`config.mk`:
```
export PLATFORM = sky130hd
export DESIGN_NAME = fetch_stage
export DESIGN_NICKNAME = d
export VERILOG_FILES = /design/src/rtl/fetch_stage.sv
export SDC_FILE = /design/constraint.sdc
export NUM_CORES = 1
export LEC_CHECK = 0
export CAP_MARGIN = 20
export CORE_MARGIN = 3
export CORE_UTILIZATION = 51
export CTS_CLUSTER_DIAMETER = 60
export CTS_CLUSTER_SIZE = 8
export DETAILED_ROUTE_END_ITERATION = 16
export MAX_ROUTING_LAYER = met4
export PLACE_DENSITY_LB_ADDON = 0.05
export SLEW_MARGIN = 10
export SYNTH_ARGS = -nofsm -noshare
export SYNTH_HDL_FRONTEND = slang
export SYNTH_SLANG_ARGS = --single-unit
```
`constraint.sdc`:
```
create_clock -name clk -period 5.7 [get_ports clk]
set_input_delay 0.57 -clock clk [delete_from_list [all_inputs] [get_ports clk]]
set_output_delay 0.57 -clock clk [all_outputs]
set_load 0.01 [all_outputs]
```
`src/rtl/fetch_stage.sv`:
```
// Instruction fetch stage: issues word-aligned fetches, tracks in-flight requests,
// and buffers returned instructions for decode, with redirect flushing.

module fetch_fifo #(
    parameter int WIDTH = 32,
    parameter int DEPTH = 2
) (
    input  logic                         clk,
    input  logic                         rst,
    input  logic                         clr,
    input  logic                         push,
    input  logic [WIDTH-1:0]             push_data,
    input  logic                         pop,
    output logic [WIDTH-1:0]             head_data,
    output logic [$clog2(DEPTH+1)-1:0]   count
);
    localparam int CW = $clog2(DEPTH + 1);
    localparam int IW = (DEPTH > 1) ? $clog2(DEPTH) : 1;

    logic [WIDTH-1:0] r_mem [DEPTH];
    logic [IW-1:0]    r_rd_ptr;
    logic [IW-1:0]    r_wr_ptr;
    logic [CW-1:0]    r_count;

    // DEPTH need not be a power of two, so wrap explicitly.
    function automatic logic [IW-1:0] f_inc(input logic [IW-1:0] p);
        return (p == IW'(DEPTH - 1)) ? '0 : p + 1'b1;
    endfunction

    always_ff @(posedge clk) begin
        if (push)
            r_mem[r_wr_ptr] <= push_data;
    end

    always_ff @(posedge clk) begin
        if (rst || clr) begin
            r_rd_ptr <= '0;
            r_wr_ptr <= '0;
            r_count  <= '0;
        end else begin
            if (push)
                r_wr_ptr <= f_inc(r_wr_ptr);
            if (pop)
                r_rd_ptr <= f_inc(r_rd_ptr);
            r_count <= r_count + CW'(push) - CW'(pop);
        end
    end

    assign head_data = r_mem[r_rd_ptr];
    assign count     = r_count;
endmodule

module fetch_stage #(
    parameter logic [31:0] RESET_PC = 32'h0000_0000,
    parameter int          DEPTH    = 2
) (
    input  logic        clk,
    input  logic        rst,
    output logic        imem_req_valid,
    input  logic        imem_req_ready,
    output logic [31:0] imem_req_addr,
    input  logic        imem_rsp_valid,
    input  logic [31:0] imem_rsp_data,
    output logic        id_valid,
    input  logic        id_ready,
    output logic [31:0] id_instr,
    output logic [31:0] id_pc,
    input  logic        redirect_valid,
    input  logic [31:0] redirect_pc
);
    localparam int          CW      = $clog2(DEPTH + 1);
    localparam logic [CW:0] L_DEPTH = (CW + 1)'(DEPTH);

    logic [31:0]   r_pc;
    logic [CW-1:0] r_drop;

    logic [CW-1:0] w_count;
    logic [CW-1:0] w_outstanding;
    logic [CW:0]   w_inflight;
    logic          w_fire;
    logic          w_rsp;
    logic          w_keep;
    logic          w_take;
    logic [31:0]   w_pend_pc;
    logic [63:0]   w_buf_head;

    // Buffer slots are reserved at request time, so the buffer can never overflow.
    assign w_inflight     = {1'b0, w_count} + {1'b0, w_outstanding};
    assign imem_req_valid = (w_inflight < L_DEPTH) && !redirect_valid && !rst;
    assign imem_req_addr  = r_pc;
    assign w_fire         = imem_req_valid && imem_req_ready;

    assign w_rsp  = imem_rsp_valid && !rst;
    assign w_keep = w_rsp && (r_drop == '0) && !redirect_valid;

    assign id_valid = (w_count != '0) && !rst;
    assign w_take   = id_valid && id_ready;
    assign id_pc    = w_buf_head[63:32];
    assign id_instr = w_buf_head[31:0];

    fetch_fifo #(.WIDTH(32), .DEPTH(DEPTH)) u_pend (
        .clk       (clk),
        .rst       (rst),
        .clr       (1'b0),
        .push      (w_fire),
        .push_data (r_pc),
        .pop       (w_rsp),
        .head_data (w_pend_pc),
        .count     (w_outstanding)
    );

    fetch_fifo #(.WIDTH(64), .DEPTH(DEPTH)) u_buf (
        .clk       (clk),
        .rst       (rst),
        .clr       (redirect_valid),
        .push      (w_keep),
        .push_data ({w_pend_pc, imem_rsp_data}),
        .pop       (w_take),
        .head_data (w_buf_head),
        .count     (w_count)
    );

    // After a redirect every response still in flight belongs to the old path,
    // so drop becomes exactly what remains outstanding once this cycle settles.
    always_ff @(posedge clk) begin
        if (rst) begin
            r_pc   <= RESET_PC;
            r_drop <= '0;
        end else if (redirect_valid) begin
            r_pc   <= {redirect_pc[31:2], 2'b00};
            r_drop <= w_outstanding - CW'(w_rsp);
        end else begin
            if (w_fire)
                r_pc <= r_pc + 32'd4;
            if (w_rsp && (r_drop != '0))
                r_drop <= r_drop - 1'b1;
        end
    end
endmodule
```
======== Word-level counts from Yosys, hierarchy flattened ========
Memories as Yosys holds them, arrays and structs flattened. A register that Yosys moved wholly into a read port is not among the register bits.
Cells that the tools add are included.
operators by class
  add/sub/neg operators ................... 12
  $mul .................................... 0
  divide/modulo/power cells ............... 0
  $lt $le $gt $ge ......................... 1
  eq/ne operators ......................... 0
  shift operators ......................... 0
  muxes and demuxes ....................... 16
  bitwise logic cells ..................... 0
  reduce and logical (&&, ||, !) cells .... 18
operator list
  kind                                                                           count
  32-bit two-way mux                                                             2
  32-bit by 3-bit adder with 32-bit output (second input constant)               1
  1-bit two-way mux                                                              12
  1-bit logical AND                                                              9
  2-bit nonzero test                                                             4
  2-bit by 1-bit subtractor with 2-bit output                                    3
  1-bit adder (second input constant)                                            4
  2-bit by 1-bit adder with 2-bit output                                         2
  2-bit two-way mux                                                              2
  2-bit by 2-bit adder with 3-bit output                                         1
  3-bit by 2-bit less-than comparator with 1-bit output (second input constant)  1
  1-bit logical NOT                                                              2
  2-bit logical NOT                                                              1
  2-bit OR reduction                                                             1
  2-bit by 1-bit subtractor with 2-bit output (second input constant)            1
  1-bit logical OR                                                               1
word-level totals
  bits in registers ....................... 42
  bits in latches ......................... 0
  RAM bits ................................ 192
  memory bits (read-only) ................. 0
  output and inout bits ................... 98
  memories kept ........................... 2
memories
  memory        words  width  read ports  clocked after Yosys merged registers in  write ports  RTL line  RTL
  u_buf.r_mem   2      64     1           1                                        1            20        logic [WIDTH-1:0] r_mem [DEPTH];
  u_pend.r_mem  2      32     1           1                                        1            20

======== Depth between registers and ports, before layout ========
  word-level depth ........................ 7
  gate-level depth with buffers ........... 12

======== Cells and area by module ========
A second synthesis with hierarchy kept.
second synthesis, totals
  cell total of the unflattened synthesis .. 613
  area total of the unflattened synthesis .. 9925.8 um^2
by module, submodules not included
  module                times used  cells each  area each (um^2)  seq. area each (um^2)
  fetch_fifo at u_buf   1           218         5133.7            3943.8
  fetch_fifo at u_pend  1           119         2678.8            2021.9
  fetch_stage           1           276         2113.3            640.6

======== Worst setup path before layout ========
OpenSTA, ideal clock, no wires.
  path type ............................... input-to-reg
  start point ............................. in rst
  end point ............................... mem u_buf.r_mem[0][0], enable pin
  arrival ................................. 3.736 ns
  data required time ...................... 5.218 ns
  path slack .............................. 1.482 ns
  stages .................................. 4
  path buffers ............................ 1
  path through ............................ clkbuf_1 > nor2_1 > nand3_1 > nor2_1
on the way
  longest elaborated chain between the ends .. 6
ends and longest elaborated chain
  what                                     RTL line  RTL
  from (decl)                              58        input logic rst,
  1-bit logical NOT                        93        assign w_rsp = imem_rsp_valid && !rst;
  1-bit logical AND                        93
  1-bit logical AND (2 in series)          94        assign w_keep = w_rsp && (r_drop == '0) && !redirect_valid;
  1-bit two-way mux                        31        if (push)
  1-bit two-way mux (implied by the code)  32        r_mem[r_wr_ptr] <= push_data;
  to (decl)                                20
Every way passes these cells.

======== Worst setup path in the final report ========
  start point ............................. reg u_buf.r_count[0], in the netlist u_buf.count[0]
  end point ............................... reg u_pend.r_count[1], in the netlist u_pend.count[1]
on the way
  longest elaborated chain between the ends .. 7
ends and longest elaborated chain
  what                                                   RTL line  RTL
  from (decl)                                            23        logic [CW-1:0] r_count;
  from (signal assigned)                                 45        r_count <= r_count + CW'(push) - CW'(pop);
  2-bit by 2-bit adder with 3-bit output                 88        assign w_inflight = {1'b0, w_count} + {1'b0, w_outstanding};
  3-bit by 2-bit less-than comparator with 1-bit output  89        assign imem_req_valid = (w_inflight < L_DEPTH) && !redirect_valid && !rst;
  1-bit logical AND (2 in series)                        89
  1-bit logical AND                                      91        assign w_fire = imem_req_valid && imem_req_ready;
  2-bit by 1-bit adder with 2-bit output                 45
  2-bit by 1-bit subtractor with 2-bit output            45
  to (signal assigned)                                   45
  to (decl)                                              23
Every way passes these cells.
A chain may end at the register's enable or synchronous reset.

==> flow_metrics.env <==
export IMPL_hp_class="reg -> reg"
export IMPL_tritoncts="done"
export IMPL_arrival_ns=3.90
export IMPL_cp_start_kind="register"
export IMPL_rr_worst_depth=10
export IMPL_finalHoldViolCount=0
export IMPL_synth_top_cell_area_share_pct=60.2
export IMPL_syn_inst=602
export IMPL_grt_usage_pct=21.1
export IMPL_rsz0062_at_grt="false"
export IMPL_initial_core_util_pct=52.5
export IMPL_post_cts_resized=0
export IMPL_ctsHtreeMaxLevel=2
export IMPL_clock_sinks=226
export IMPL_fin_ws_ns=2.16
export IMPL_num_vias=5796
export IMPL_setup_viol=0
export IMPL_syn_area_um2=9180
export IMPL_cts_hold_buf=0
export IMPL_cp_max_fo=21
export IMPL_yosysUniqueCellTypes=55
export IMPL_post_cts_buffers=0
export IMPL_maxCapViolations=0
export IMPL_place_area_um2=11000
export IMPL_place_ws_ns=1.87
export IMPL_drt_iter0_markers=534
export IMPL_rr_startpoint="u_buf.count[0]"
export IMPL_worstSkewPairLatency_ns=0.49
export IMPL_r2r_slack_ns=2.16
export IMPL_syn2layout_area_growth_pct=31.0
export IMPL_nNetsFinal=854
export IMPL_peakVddDrop_v=0.000307
export IMPL_vias_per_cell=5.64
export IMPL_gr_total_overflow=0
export IMPL_async_flop_share_pct=0
export IMPL_ys_warnings_count=0
export IMPL_p_per_area_nw_per_um2=334
export IMPL_min_delay_start="u_buf.r_rd_ptr"
export IMPL_dpl_hpwl_um=12600
export IMPL_path_clk_slew_ns=0.05
export IMPL_synth_seq_cells=226
export IMPL_dr_pass1_iters=5
export IMPL_antenna_found_initial=0
export IMPL_cp_required_ns=6.06
export IMPL_synth_avg_cell_area_um2=15.3
export IMPL_setup_worst_path_end_class="register"
export IMPL_portBuffers=161
export IMPL_fin_area_um2=12000
export IMPL_fp_dieH_um=140
export IMPL_ys_flop_type="edfxtp_1"
export IMPL_yosysTopAreaCell="edfxtp_1"
export IMPL_finish_utilization_pct=68.9
export IMPL_avgRoutedWirePerCell_um=19.5
export IMPL_pin_count=168
export IMPL_drive_gt1_share_pct=19.0
export IMPL_worstMarginPinSlew_ns=0.975
export IMPL_slew_limit_headroom_pct=35.0
export IMPL_grt_pass1_wl_um=32000
export IMPL_root_buffer="clkbuf_16"
export IMPL_totalWireLength_um=20000
export IMPL_cts_inserted_buffers=34
export IMPL_worst_r2r_endpoint="u_pend.count[1]"
export IMPL_rows=48
export IMPL_min_period_over_period_pct=62.1
export IMPL_seq_area_frac_synth_pct=69.3
export IMPL_hold_depth=2
export IMPL_status="completed"
export IMPL_slew_violations=0
export IMPL_power_leakage_nw=3.99
export IMPL_ys_top_cells_by_area="edfxtp_1, mux2_2, dfxtp_1"
export IMPL_min_period_ns=3.54
export IMPL_drc=0
export IMPL_grt_pass1_vias=5921
export IMPL_dieArea_um2=19700
export IMPL_clockBufferDepth=3
export IMPL_core_um2=17500
export IMPL_chipWidth_um=140
export IMPL_clock_skew_ns=0.0203
export IMPL_max_freq_mhz=283
export IMPL_critPathKind="reg -> reg"
export IMPL_place_congestion=0.849
export IMPL_grt_max_degree=57
export IMPL_synth_edf_count=184
export IMPL_fin_tns_setup_ns=0
export IMPL_diodes=0
export IMPL_drtAntennaViolNets=0
[layout make-up]
cell class / count / area [um^2]
clock buffer: 58 / 962
clock inverter: 4 / 66.3
fill: 1206 / 5440
inverter: 16 / 72.6
multi-input combinational: 329 / 2610
sequential: 226 / 6370
tap: 225 / 282
timing repair buffer: 169 / 1670
[logic make-up after synthesis]
group,Yosys count,share of synthesized area (%)
AOI/OAI and AO/OA,74,5.75
xor gates and xnor gates,11,1.05
adders and majority gates,8,1.17
buffers and inverters,50,2.56
DFF,226,69.3
muxes,94,11.5
other,1,0.0408
and+or+nand+nor,138,8.58
[synthesized netlist by cell type, types with 8 or more instances]
cell        n
a21oi_1    10
a31oi_1    12
and2_1     12
and3_1      8
clkbuf_1   24
dfxtp_1    42
edfxtp_1  184
inv_1      13
mux2_2     94
nand2_1    25
nand3_1    10
nand4_1    16
nor2_1     21
o211ai_1   13
or4_1      11
xnor2_1     9
[placed cells by master (no fill, tap or decap), drive strengths merged, types with 8 or more instances in the layout]
cell and n:
a21oi 10, a31oi 12, and2 12, and3 8, buf 8, clkbuf 58
clkdlybuf4s50 161, dfxtp 42, edfxtp 184, inv 15, mux2 94, nand2 25
nand3 11, nand4 17, nor2 22, o211ai 13, or4 12, xnor2 9
[worst max path at each step]
stage / startpoint / endpoint / slack, ns / cells after the start
floorplan: rst / u_buf.r_mem[0][0] / 1.48 / 4
global placement: redirect_valid / u_pend.count[1] / 1.92 / 10
detailed placement: redirect_valid / u_pend.count[1] / 1.87 / 10
CTS: u_buf.count[0] / u_pend.count[1] / 2.18 / 10
global route: u_buf.count[0] / u_pend.count[1] / 1.90 / 10
finish: u_buf.count[0] / u_pend.count[1] / 2.16 / 10
[worst max-delay path, cell delays in order, from the launching register on]
cell     delay, ns
dfxtp_1       0.36
and2_1        0.16
fa_1          0.41
or4_4         0.64
nor2_2        0.71
inv_2         0.33
ha_1          0.39
inv_1         0.04
ha_1          0.18
xnor2_1       0.15
nor2_1        0.06
[stage by stage]
stage	total power (W)	hold WS [ns]	std cells
floorplan	0.00204	0.480	605
global placement	0.00218	0.492	965
detailed placement	0.00219	0.515	965
CTS	0.00406	0.529	1027
global route	0.00417	0.553	1027
finish	0.00402	0.528	1027
[per-layer routing]
layer | vias up | share of wire (%) | global-route usage [%]
met5 | - | 0 | -
met4 | 0 | 2.9 | 7.96
met3 | 47 | 6.6 | 4.78
met2 | 238 | 48 | 33.3
met1 | 2806 | 42 | 26.9
li1 | 2705 | - | -
[state kept, by name, summed over array words and instances, names as in the netlist, named ones only]
signal and cells:
u_pend.count 2, u_buf.r_wr_ptr 1, u_buf.r_rd_ptr 1, u_pend.r_rd_ptr 1, u_buf.count 2, u_buf.r_mem 124
u_pend.r_mem 60, r_drop 2, imem_req_addr 30, u_pend.r_wr_ptr 1
[report_power, final]
group | internal, W | switching [W] | total (W) | leakage (nW)
logic | 0.000148 | 0.000127 | 0.000275 | 1.48
clock network | 0.00119 | 0.000667 | 0.00186 | 0.488
registers | 0.00184 | 0.0000409 | 0.00188 | 2.02
Note: power is estimated with default switching activity, not from simulation.
